==> config.mk <==
export PLATFORM = sky130hd
export DESIGN_NAME = multi_sensor_arbiter
export DESIGN_NICKNAME = d
export VERILOG_FILES = /design/src/rtl/iot_sensor_pkg.sv /design/src/rtl/sensor_chan_fifo.sv /design/src/rtl/multi_sensor_arbiter.sv
export SDC_FILE = /design/constraint.sdc
export NUM_CORES = 1
export LEC_CHECK = 0
export CAP_MARGIN = 5
export CORE_UTILIZATION = 55
export CTS_CLUSTER_SIZE = 14
export DETAILED_ROUTE_END_ITERATION = 10
export PLACE_DENSITY = 0.79
export SKIP_CTS_REPAIR_TIMING = 1
export SLEW_MARGIN = 10
export SYNTH_ARGS = -nofsm -noshare
export SYNTH_HDL_FRONTEND = slang
export SYNTH_HIERARCHICAL = 1
export SYNTH_SLANG_ARGS = --single-unit
export TNS_END_PERCENT = 20
==> constraint.sdc <==
create_clock -name clk -period 4.2 [get_ports clk]
set_input_delay 0.63 -clock clk [delete_from_list [all_inputs] [get_ports clk]]
set_output_delay 0.63 -clock clk [all_outputs]
set_load 0.02 [all_outputs]
==> src/rtl/iot_sensor_pkg.sv <==
// rtl/iot_sensor_pkg.sv - shared types and channel constants for the sensor arbiter
// Purpose: arbitration mode enum and fixed channel assignments.
// Ports: none (package).
package iot_sensor_pkg;

  typedef enum logic {
    ARB_FIXED = 1'b0,
    ARB_RR    = 1'b1
  } arb_mode_e;

  localparam int CH_MOTION      = 0;
  localparam int CH_TEMPERATURE = 1;
  localparam int CH_HUMIDITY    = 2;

endpackage

==> src/rtl/sensor_chan_fifo.sv <==
// rtl/sensor_chan_fifo.sv - per-channel ingress FIFO
// Purpose: small circular buffer holding samples for one sensor channel.
// Ports: clk, rst (async, active high); push/wdata write side; pop/rdata read
//        side (rdata shows the head entry); full, empty and registered count.
module sensor_chan_fifo #(
  parameter int DEPTH  = 2,
  parameter int DATA_W = 16
) (
  input  logic                         clk,
  input  logic                         rst,
  input  logic                         push,
  input  logic                         pop,
  input  logic [DATA_W-1:0]            wdata,
  output logic [DATA_W-1:0]            rdata,
  output logic                         full,
  output logic                         empty,
  output logic [$clog2(DEPTH+1)-1:0]   count
);

  localparam int CNT_W = $clog2(DEPTH + 1);
  localparam int PTR_W = (DEPTH > 1) ? $clog2(DEPTH) : 1;

  logic [DATA_W-1:0] mem [DEPTH];
  logic [PTR_W-1:0]  wr_ptr;
  logic [PTR_W-1:0]  rd_ptr;
  logic              do_push;
  logic              do_pop;

  // Pointers wrap at DEPTH, which need not be a power of two.
  function automatic logic [PTR_W-1:0] ptr_inc(input logic [PTR_W-1:0] p);
    return (p == PTR_W'(DEPTH - 1)) ? '0 : p + 1'b1;
  endfunction

  assign full    = (count == CNT_W'(DEPTH));
  assign empty   = (count == '0);
  assign do_push = push & ~full;
  assign do_pop  = pop & ~empty;
  assign rdata   = mem[rd_ptr];

  always_ff @(posedge clk or posedge rst) begin
    if (rst) begin
      wr_ptr <= '0;
      rd_ptr <= '0;
      count  <= '0;
    end else begin
      if (do_push) wr_ptr <= ptr_inc(wr_ptr);
      if (do_pop)  rd_ptr <= ptr_inc(rd_ptr);
      case ({do_push, do_pop})
        2'b10:   count <= count + 1'b1;
        2'b01:   count <= count - 1'b1;
        default: count <= count;
      endcase
    end
  end

  // Storage needs no reset; the pointers and count define what is valid.
  always_ff @(posedge clk) begin
    if (do_push) mem[wr_ptr] <= wdata;
  end

endmodule

==> src/rtl/multi_sensor_arbiter.sv <==
// rtl/multi_sensor_arbiter.sv - N-channel sensor arbiter with per-channel FIFOs
// Purpose: queues samples per channel and emits them one beat at a time on a
//          ready/valid stream tagged with the channel index.
// Ports: clk, rst (async, active high); enable; mode (fixed / round-robin);
//        clr_error; in_data/in_valid/in_ready per channel; out_data/out_id/
//        out_valid/out_ready stream; pending per channel; overflow_error.
module multi_sensor_arbiter
  import iot_sensor_pkg::*;
#(
  parameter int NUM_CH = 3,
  parameter int DATA_W = 16,
  parameter int DEPTH  = 2
) (
  input  logic                         clk,
  input  logic                         rst,
  input  logic                         enable,
  input  arb_mode_e                    mode,
  input  logic                         clr_error,
  input  logic [NUM_CH*DATA_W-1:0]     in_data,
  input  logic [NUM_CH-1:0]            in_valid,
  output logic [NUM_CH-1:0]            in_ready,
  output logic [DATA_W-1:0]            out_data,
  output logic [$clog2(NUM_CH)-1:0]    out_id,
  output logic                         out_valid,
  input  logic                         out_ready,
  output logic [NUM_CH-1:0]            pending,
  output logic                         overflow_error
);

  localparam int ID_W  = $clog2(NUM_CH);
  localparam int CNT_W = $clog2(DEPTH + 1);

  logic [NUM_CH-1:0] full;
  logic [NUM_CH-1:0] empty;
  logic [NUM_CH-1:0] push;
  logic [NUM_CH-1:0] pop;
  logic [DATA_W-1:0] rdata [NUM_CH];
  logic [CNT_W-1:0]  count [NUM_CH];

  logic [ID_W-1:0]   last_grant;
  logic [ID_W-1:0]   grant_id;
  logic [ID_W-1:0]   rr_idx;
  logic              grant_found;
  logic              slot_free;
  logic              slot_load;
  logic              ovf_set;

  // in_ready is forced low during reset rather than only after it.
  assign in_ready  = {NUM_CH{enable & ~rst}} & ~full;
  assign push      = in_valid & in_ready;
  assign ovf_set   = enable & |(in_valid & ~in_ready);
  assign slot_free = enable & (~out_valid | out_ready);
  assign slot_load = slot_free & grant_found;

  for (genvar gi = 0; gi < NUM_CH; gi++) begin : g_ch
    sensor_chan_fifo #(
      .DEPTH  (DEPTH),
      .DATA_W (DATA_W)
    ) u_fifo (
      .clk   (clk),
      .rst   (rst),
      .push  (push[gi]),
      .pop   (pop[gi]),
      .wdata (in_data[gi*DATA_W +: DATA_W]),
      .rdata (rdata[gi]),
      .full  (full[gi]),
      .empty (empty[gi]),
      .count (count[gi])
    );
    assign pending[gi] = (count[gi] != '0);
    assign pop[gi]     = slot_load & (grant_id == ID_W'(gi));
  end

  // Loops run from lowest to highest priority so the last hit is the winner.
  // In round-robin, offset 1 from last_grant is highest and offset NUM_CH
  // (last_grant itself) is lowest.
  always_comb begin
    grant_found = 1'b0;
    grant_id    = '0;
    rr_idx      = '0;
    if (mode == ARB_FIXED) begin
      for (int k = NUM_CH - 1; k >= 0; k--) begin
        if (!empty[k]) begin
          grant_found = 1'b1;
          grant_id    = ID_W'(k);
        end
      end
    end else begin
      for (int k = NUM_CH; k >= 1; k--) begin
        rr_idx = ID_W'((int'(last_grant) + k) % NUM_CH);
        if (!empty[rr_idx]) begin
          grant_found = 1'b1;
          grant_id    = rr_idx;
        end
      end
    end
  end

  always_ff @(posedge clk or posedge rst) begin
    if (rst) begin
      out_valid      <= 1'b0;
      out_data       <= '0;
      out_id         <= '0;
      last_grant     <= ID_W'(NUM_CH - 1);
      overflow_error <= 1'b0;
    end else begin
      if (slot_load) begin
        out_valid  <= 1'b1;
        out_data   <= rdata[grant_id];
        out_id     <= grant_id;
        last_grant <= grant_id;
      end else if (out_valid && out_ready) begin
        out_valid  <= 1'b0;
      end

      if (ovf_set)        overflow_error <= 1'b1;
      else if (clr_error) overflow_error <= 1'b0;
    end
  end

endmodule

Yosys cells after proc, flatten, opt, wreduce, memory -nomap -nowiden
Memories as Yosys holds them, arrays and structs flattened.
Cells that the tools add are included.

cells by class
  equality and inequality tests = 11
  $add $sub $neg = 15
  multiplexer cells = 42
  div/mod/pow operators = 3
  bitwise logic cells = 28
  magnitude comparators = 4
  reductions and logical operators = 14

operators with widths
  cell                     number
  $mod A32 B3 Y32 const B  3
  $bmux W16 S2             1
  $mux W16                 2
  $mux W1                  26
  $reduce_bool A2 Y1       8
  $eq A2 B2 Y1 const B     7
  $mux W2                  7
  $and A1 B1 Y1            13
  $pmux W2 S2              3
  $and A3 B3 Y3            3
  $lt A2 B3 Y1 const B     3
  $eq A2 B1 Y1 const B     4
  $logic_not A2 Y1         4
  $not A1 Y1               8
  $add A1 B1 Y1 const B    6
  $add A2 B1 Y2 const B    3
  $add A2 B2 Y3 const B    2
  $bmux W1 S2              3
  $not A3 Y3               2
  $sub A2 B1 Y2 const B    3
  $add A2 B1 Y3 const B    1
  $ge A3 B3 Y1 const B     1
  $not A2 Y3               1
  $reduce_or A3 Y1         1
  2 further kinds          2

word-level totals
  memories kept = 3
  register bits = 34
  input port bits = 57
  memory bits (writable) = 96

memories
  memory              words  bits a word  rd ports  clocked after Yosys merged registers in  write ports  RTL line                source
  g_ch[0].u_fifo.mem  2      16           1         0                                        1            sensor_chan_fifo.sv:23  logic [DATA_W-1:0] mem [DEPTH];
  g_ch[1].u_fifo.mem  2      16           1         0                                        1            sensor_chan_fifo.sv:23
  g_ch[2].u_fifo.mem  2      16           1         0                                        1            sensor_chan_fifo.sv:23

Logic depth before layout (Yosys ltp)
  depth in word-level cells = 13
  gate-level depth with buffers = 16
  mapped depth without buffers = 13

Modules after synthesis
The synthesis kept the hierarchy.

modules (own cells, without submodules)
  module                cells each  seq. area each (um^2)  instances  area an instance (um^2)
  sensor_chan_fifo      69          1061.0                 3          1406.3
  multi_sensor_arbiter  185         526.8                  1          1639.1

Least setup slack after synthesis
Ideal clock, no wire load.

  path type = input to register
  start = in rst
  end = mem g_ch[0].u_fifo.mem[0][0] (enable)
  required time = 3.812 ns
  arrival = 2.674 ns
  stages on the path = 6
  path buffers = 0
  setup slack = 1.138 ns
  cells stage by stage = inv_1 -> nand2_1 -> nor2_1 -> and2_1 -> nand2_1 -> nor2_1

between the ends
  longest elaborated chain between the ends = 7

ends and longest elaborated chain
  element                        RTL line                    source
  start, declared                multi_sensor_arbiter.sv:15  input logic rst,
  $not A1 Y1                     multi_sensor_arbiter.sv:49  assign in_ready = {NUM_CH{enable & ~rst}} & ~full;
  $and A1 B1 Y1                  multi_sensor_arbiter.sv:49
  $and A3 B3 Y3                  multi_sensor_arbiter.sv:49
  via in_ready[0]                multi_sensor_arbiter.sv:21  output logic [NUM_CH-1:0] in_ready,
  $and A3 B3 Y3                  multi_sensor_arbiter.sv:50  assign push = in_valid & in_ready;
  via push[0]                    multi_sensor_arbiter.sv:35  logic [NUM_CH-1:0] push;
  $and A1 B1 Y1                  sensor_chan_fifo.sv:36      assign do_push = push & ~full;
  $mux W1                        sensor_chan_fifo.sv:58      if (do_push) mem[wr_ptr] <= wdata;
  $mux W1 (implied by the code)  sensor_chan_fifo.sv:58
  end, declared                  sensor_chan_fifo.sv:23

The timed path passes the listed nets, and every way through them passes these cells.

Final worst setup path
  start = reg g_ch[1].u_fifo.count[0]
  end = reg g_ch[2].u_fifo.count[1]

between the ends
  longest elaborated chain between the ends = 12
  elaborated cells between the ends (all ways) = 27
  classes of those cells = eq/ne: 3; mux: 19; bitwise: 3; reduce/logical: 2

ends and longest elaborated chain
  element                                            RTL line                                                source
  start, declared                                    sensor_chan_fifo.sv:17                                  output logic [$clog2(DEPTH+1)-1:0] count
  start signal, assigned                             sensor_chan_fifo.sv:49                                  2'b10: count <= count + 1'b1;
  start signal, assigned                             sensor_chan_fifo.sv:50                                  2'b01: count <= count - 1'b1;
  start signal, assigned                             sensor_chan_fifo.sv:51                                  default: count <= count;
  $logic_not A2 Y1 (*)                               sensor_chan_fifo.sv:35                                  assign empty = (count == '0);
  via empty[1]                                       multi_sensor_arbiter.sv:34                              logic [NUM_CH-1:0] empty;
  $bmux W1 S2                                        multi_sensor_arbiter.sv:91                              if (!empty[rr_idx]) begin
  $mux W1 (implied by the code)                      multi_sensor_arbiter.sv:91
  $mux W2 or $mux W1 (tied branches) (3 in a row)    multi_sensor_arbiter.sv:91
  $mux W2 or $mux W1 (tied branches)                 multi_sensor_arbiter.sv:81                              if (mode == ARB_FIXED) begin
  $eq A2 B2 Y1 or $and A1 B1 Y1 (tied branches)      multi_sensor_arbiter.sv:71, multi_sensor_arbiter.sv:53
  $and A1 B1 Y1 (*)                                  multi_sensor_arbiter.sv:71                              assign pop[gi] = slot_load & (grant_id == ID_W'(gi));
  via pop[2]                                         multi_sensor_arbiter.sv:36                              logic [NUM_CH-1:0] pop;
  $and A1 B1 Y1 (*)                                  sensor_chan_fifo.sv:37                                  assign do_pop = pop & ~empty;
  via g_ch[2].u_fifo.do_pop                          sensor_chan_fifo.sv:27                                  logic do_pop;
  $eq A2 B1 Y1 or $eq A2 B2 Y1 (tied branches)       sensor_chan_fifo.sv:48                                  case ({do_push, do_pop})
  $pmux W2 S2 or $reduce_bool A2 Y1 (tied branches)  n/a
  end signal, assigned                               sensor_chan_fifo.sv:49
  end signal, assigned                               sensor_chan_fifo.sv:50
  end signal, assigned                               sensor_chan_fifo.sv:51
  end, declared                                      sensor_chan_fifo.sv:17

Mark *: on every way through the listed nets, which the timed path passes. The rest lies on a longest branch. The select of a mux whose other input is x is not followed.
A chain may end at the register's enable or synchronous reset.

==> results.cfg <==
[critical_path]
cp_num_buf_inv = 1
crit_fanout = 17
cp-end-kind = flop
slowest_delay_ns = 0.73
critical-path-top-delay-family = simple AND/OR/NAND/NOR gates
crit_path_start_kind = flop
crit_top_cell = nor2_1
cp.arrival_ns = 3.92
r2r_setup_slack_ns = 0.71
slowest_stage = nor2_1
critical_path_required_ns = 4.63
path_cells = nor2_1 > mux2i_1 > o22ai_1 > o211ai_1 > a22oi_1 > nand3_2 > inv_1 > nor2b_2 > ha_1 > nor2_1 > xor2_1
path_class = reg2reg

[grt]
antenna_found_initial = 0
overflow = 0
grt_first_pass_wirelength_um = 18500
grt_pass1_vias = 3637
grtUsageTotal_pct = 23.0
grt_max_degree = 23

[route]
drt-total-wl_um = 11700
num_vias = 3462
via_per_inst = 5.50
firstDrtPassIters = 4
wl_per_cell_um = 18.6
drt_iter0_markers = 198
ant_nets = 0
drc = 0

[clock_tree]
cts.sinks = 129
insertion_delay_ns = 0.51
clockRootBuffer = clkbuf_8
clockBufferDepth = 2
clk_pin_slew_worst_paths_ns = 0.06
cts_made_buffers = 17
cts_tree = built
htreeDepth = 4

[place]
dp_slack_ns = 0.790
place_hpwl_um = 8000
io_buffers = 82
gp_congestion = 0.898

[yosys]
ys_async_sr_fraction_pct = 25.6
synth_area_leaders = edfxtp_1 (49%), dfrtp_1 (14%), mux2_4 (6.9%)
yosys_warnings = 6
syn_area_um2 = 5860
synth_enable_flop_cells = 96
synth.ff_latch_count = 129
syn_inst = 392
yosysTopAreaCell = edfxtp_1
yosysSeqAreaShare_pct = 63.3
syn_nets = 456
synth_cell_types = 47
synth_area_per_cell_um2 = 14.9
synth_ff_type = edfxtp_1
synth_top_area_share_pct = 49.2

[power]
leakage_nw = 2.90
vdd_ir_drop_max_mv = 0.404
power_density_nw_per_um2 = 726

[die]
die_h_um = 105
core_area_um2 = 10300
die_w_um = 105
start_util_pct = 56.7
pin_count = 83
core.rowCount = 37
dieArea_um2 = 11100

[sta]
finalHoldViolations = 0
rsz0062_at_grt = false
fin_setup_tns_ns = 0
slew_headroom_pct = 37.8
max_freq_mhz = 286
setup_ws_ns = 0.705
min_period_over_period_pct = 83.2
setup_viol = 0
skew_ns = 0.00612
worst_pin_slew_ns = 0.930
final.min_clock_period_ns = 3.49
drv_slew = 0

[min_path]
hold_class = in2async

[cells_and_area]
area_delta_synth_final_pct = 25.0
antenna_cells = 0
drive_gt1_share_pct = 21.5
finish.net_count = 545

[job]
maxCapViolCount = 0

[outcome]
status = complete, no violations
==> worst reg2reg max path, cell delays in order (launching register included) <==
cell,delay [ns]
dfrtp_1,0.43
nor2_1,0.73
mux2i_1,0.17
o22ai_1,0.28
o211ai_1,0.15
a22oi_1,0.33
nand3_2,0.43
inv_1,0.14
nor2b_2,0.18
ha_1,0.27
nor2_1,0.15
xor2_1,0.16
==> path summary, 6_finish.rpt <==
path,startpoint,endpoint,cells after the start
max in group asynchronous,rst,last_grant[1],3
setup / recovery,g_ch[1].u_fifo/count[0],g_ch[2].u_fifo/count[1],11
hold / removal,rst,g_ch[2].u_fifo/wr_ptr,2
setup reg to reg,g_ch[1].u_fifo/count[0],g_ch[2].u_fifo/count[1],11
hold reg to reg,g_ch[2].u_fifo/wr_ptr,g_ch[2].u_fifo/wr_ptr,1
min in group clk,g_ch[2].u_fifo/wr_ptr,g_ch[2].u_fifo/wr_ptr,1
==> layout by cell type (no fill, tap or decap), types with 2 or more instances in the layout <==
cell type | Yosys | final
o221ai_2 | 9 | 9
a21boi_0 | 2 | 2
a211o_1 | 2 | 2
mux2_2 | 22 | 22
dfrtp_1 | 32 | 32
a22oi_1 | 2 | 2
mux2_4 | 27 | 27
nor2_1 | 16 | 16
and3_1 | 3 | 3
and2_1 | 3 | 3
ha_1 | 7 | 7
clkinv_2 | 0 | 7
nand2_1 | 29 | 29
nand2b_1 | 7 | 7
o211ai_1 | 2 | 2
nor2b_2 | 3 | 3
o221ai_1 | 7 | 7
buf_4 | 5 | 8
nand3_1 | 3 | 3
xnor2_1 | 9 | 9
clkbuf_8 | 0 | 2
edfxtp_1 | 96 | 96
clkdlybuf4s50_1 | 0 | 82
o21ai_0 | 10 | 9
a21oi_1 | 3 | 3
inv_1 | 30 | 30
bufinv_16 | 0 | 4
o22ai_1 | 2 | 2
o21a_1 | 2 | 2
clkbuf_16 | 0 | 16
or2_2 | 3 | 3
mux2i_1 | 19 | 19
nand3b_1 | 2 | 2
xor2_1 | 6 | 6
==> power breakdown <==
group / leakage [nW] / internal, mW / switching [mW]
Sequential: 1.27 / 1.61 / 0.260
Combinational: 1.33 / 0.977 / 1.00
Clock: 0.298 / 0.968 / 0.500
Total: 2.90 / 3.55 / 1.76
==> routing by layer <==
| layer | global-route usage (%) | part of all wire (%) |
|---|---|---|
| met4 | 11.9 | 3.2 |
| met5 | 0 | 0 |
| met2 | 39.4 | 52 |
| met3 | 6.24 | 5.0 |
| met1 | 26.2 | 39 |
==> logic make-up after synthesis <==
group	Yosys count	synth area share, %
xor+xnor	15	2.24
simple gates	75	6.41
buf+inv	50	5.13
fa+ha+maj	7	1.50
mux	68	14.4
flops	129	63.3
compound gates	48	7.01
==> cell usage after synthesis, drive strengths merged (2+ instances only) <==
cell	instances
a21boi	3
o21ai	10
buf	19
edfxtp	96
o221ai	16
and3	3
nor2b	4
a22oi	2
nor2	16
inv	30
mux2i	19
ha	7
xor2	6
mux2	49
nand3b	2
o211ai	2
nand3	4
and2	3
a21oi	3
dfrtp	32
o21a	2
nand2	29
xnor2	9
o22ai	2
a211o	2
nand2b	7
or2	4
==> stage by stage <==
stage	utilization (%)	area (um^2)	total power [mW]	cells	hold WS [ns]
6_report	70.9	7320	5.31	630	0.434
5_1_grt	70.9	7320	5.56	630	0.450
4_1_cts	70.9	7320	5.34	630	0.420
3_5_place_dp	65.1	6730	3.85	598	0.487
3_3_place_gp	65.1	6730	3.78	598	0.476
2_1_floorplan	-	5860	3.35	392	0.396
==> final cells by class <==
cell class              count  area [um^2]
flip-flops and latches    129         3710
fillers                   667         3000
multi-input cells         213         1850
repair buffers             90          881
clock buffers              19          432
well taps                 136          170
clock inverters            13          166
inverters                  30          113
==> flip-flops by register name, summed over array words and instances, names as in the netlist <==
| name | cells |
|---|---|
| g_ch.u_fifo/count | 6 |
| g_ch.u_fifo/mem | 96 |
| g_ch.u_fifo/rd_ptr | 3 |
| g_ch.u_fifo/wr_ptr | 3 |
| last_grant | 1 |
| out_data | 16 |
| out_id | 2 |
| out_valid | 1 |
| overflow_error | 1 |
Power figures use the tool's default switching activity.
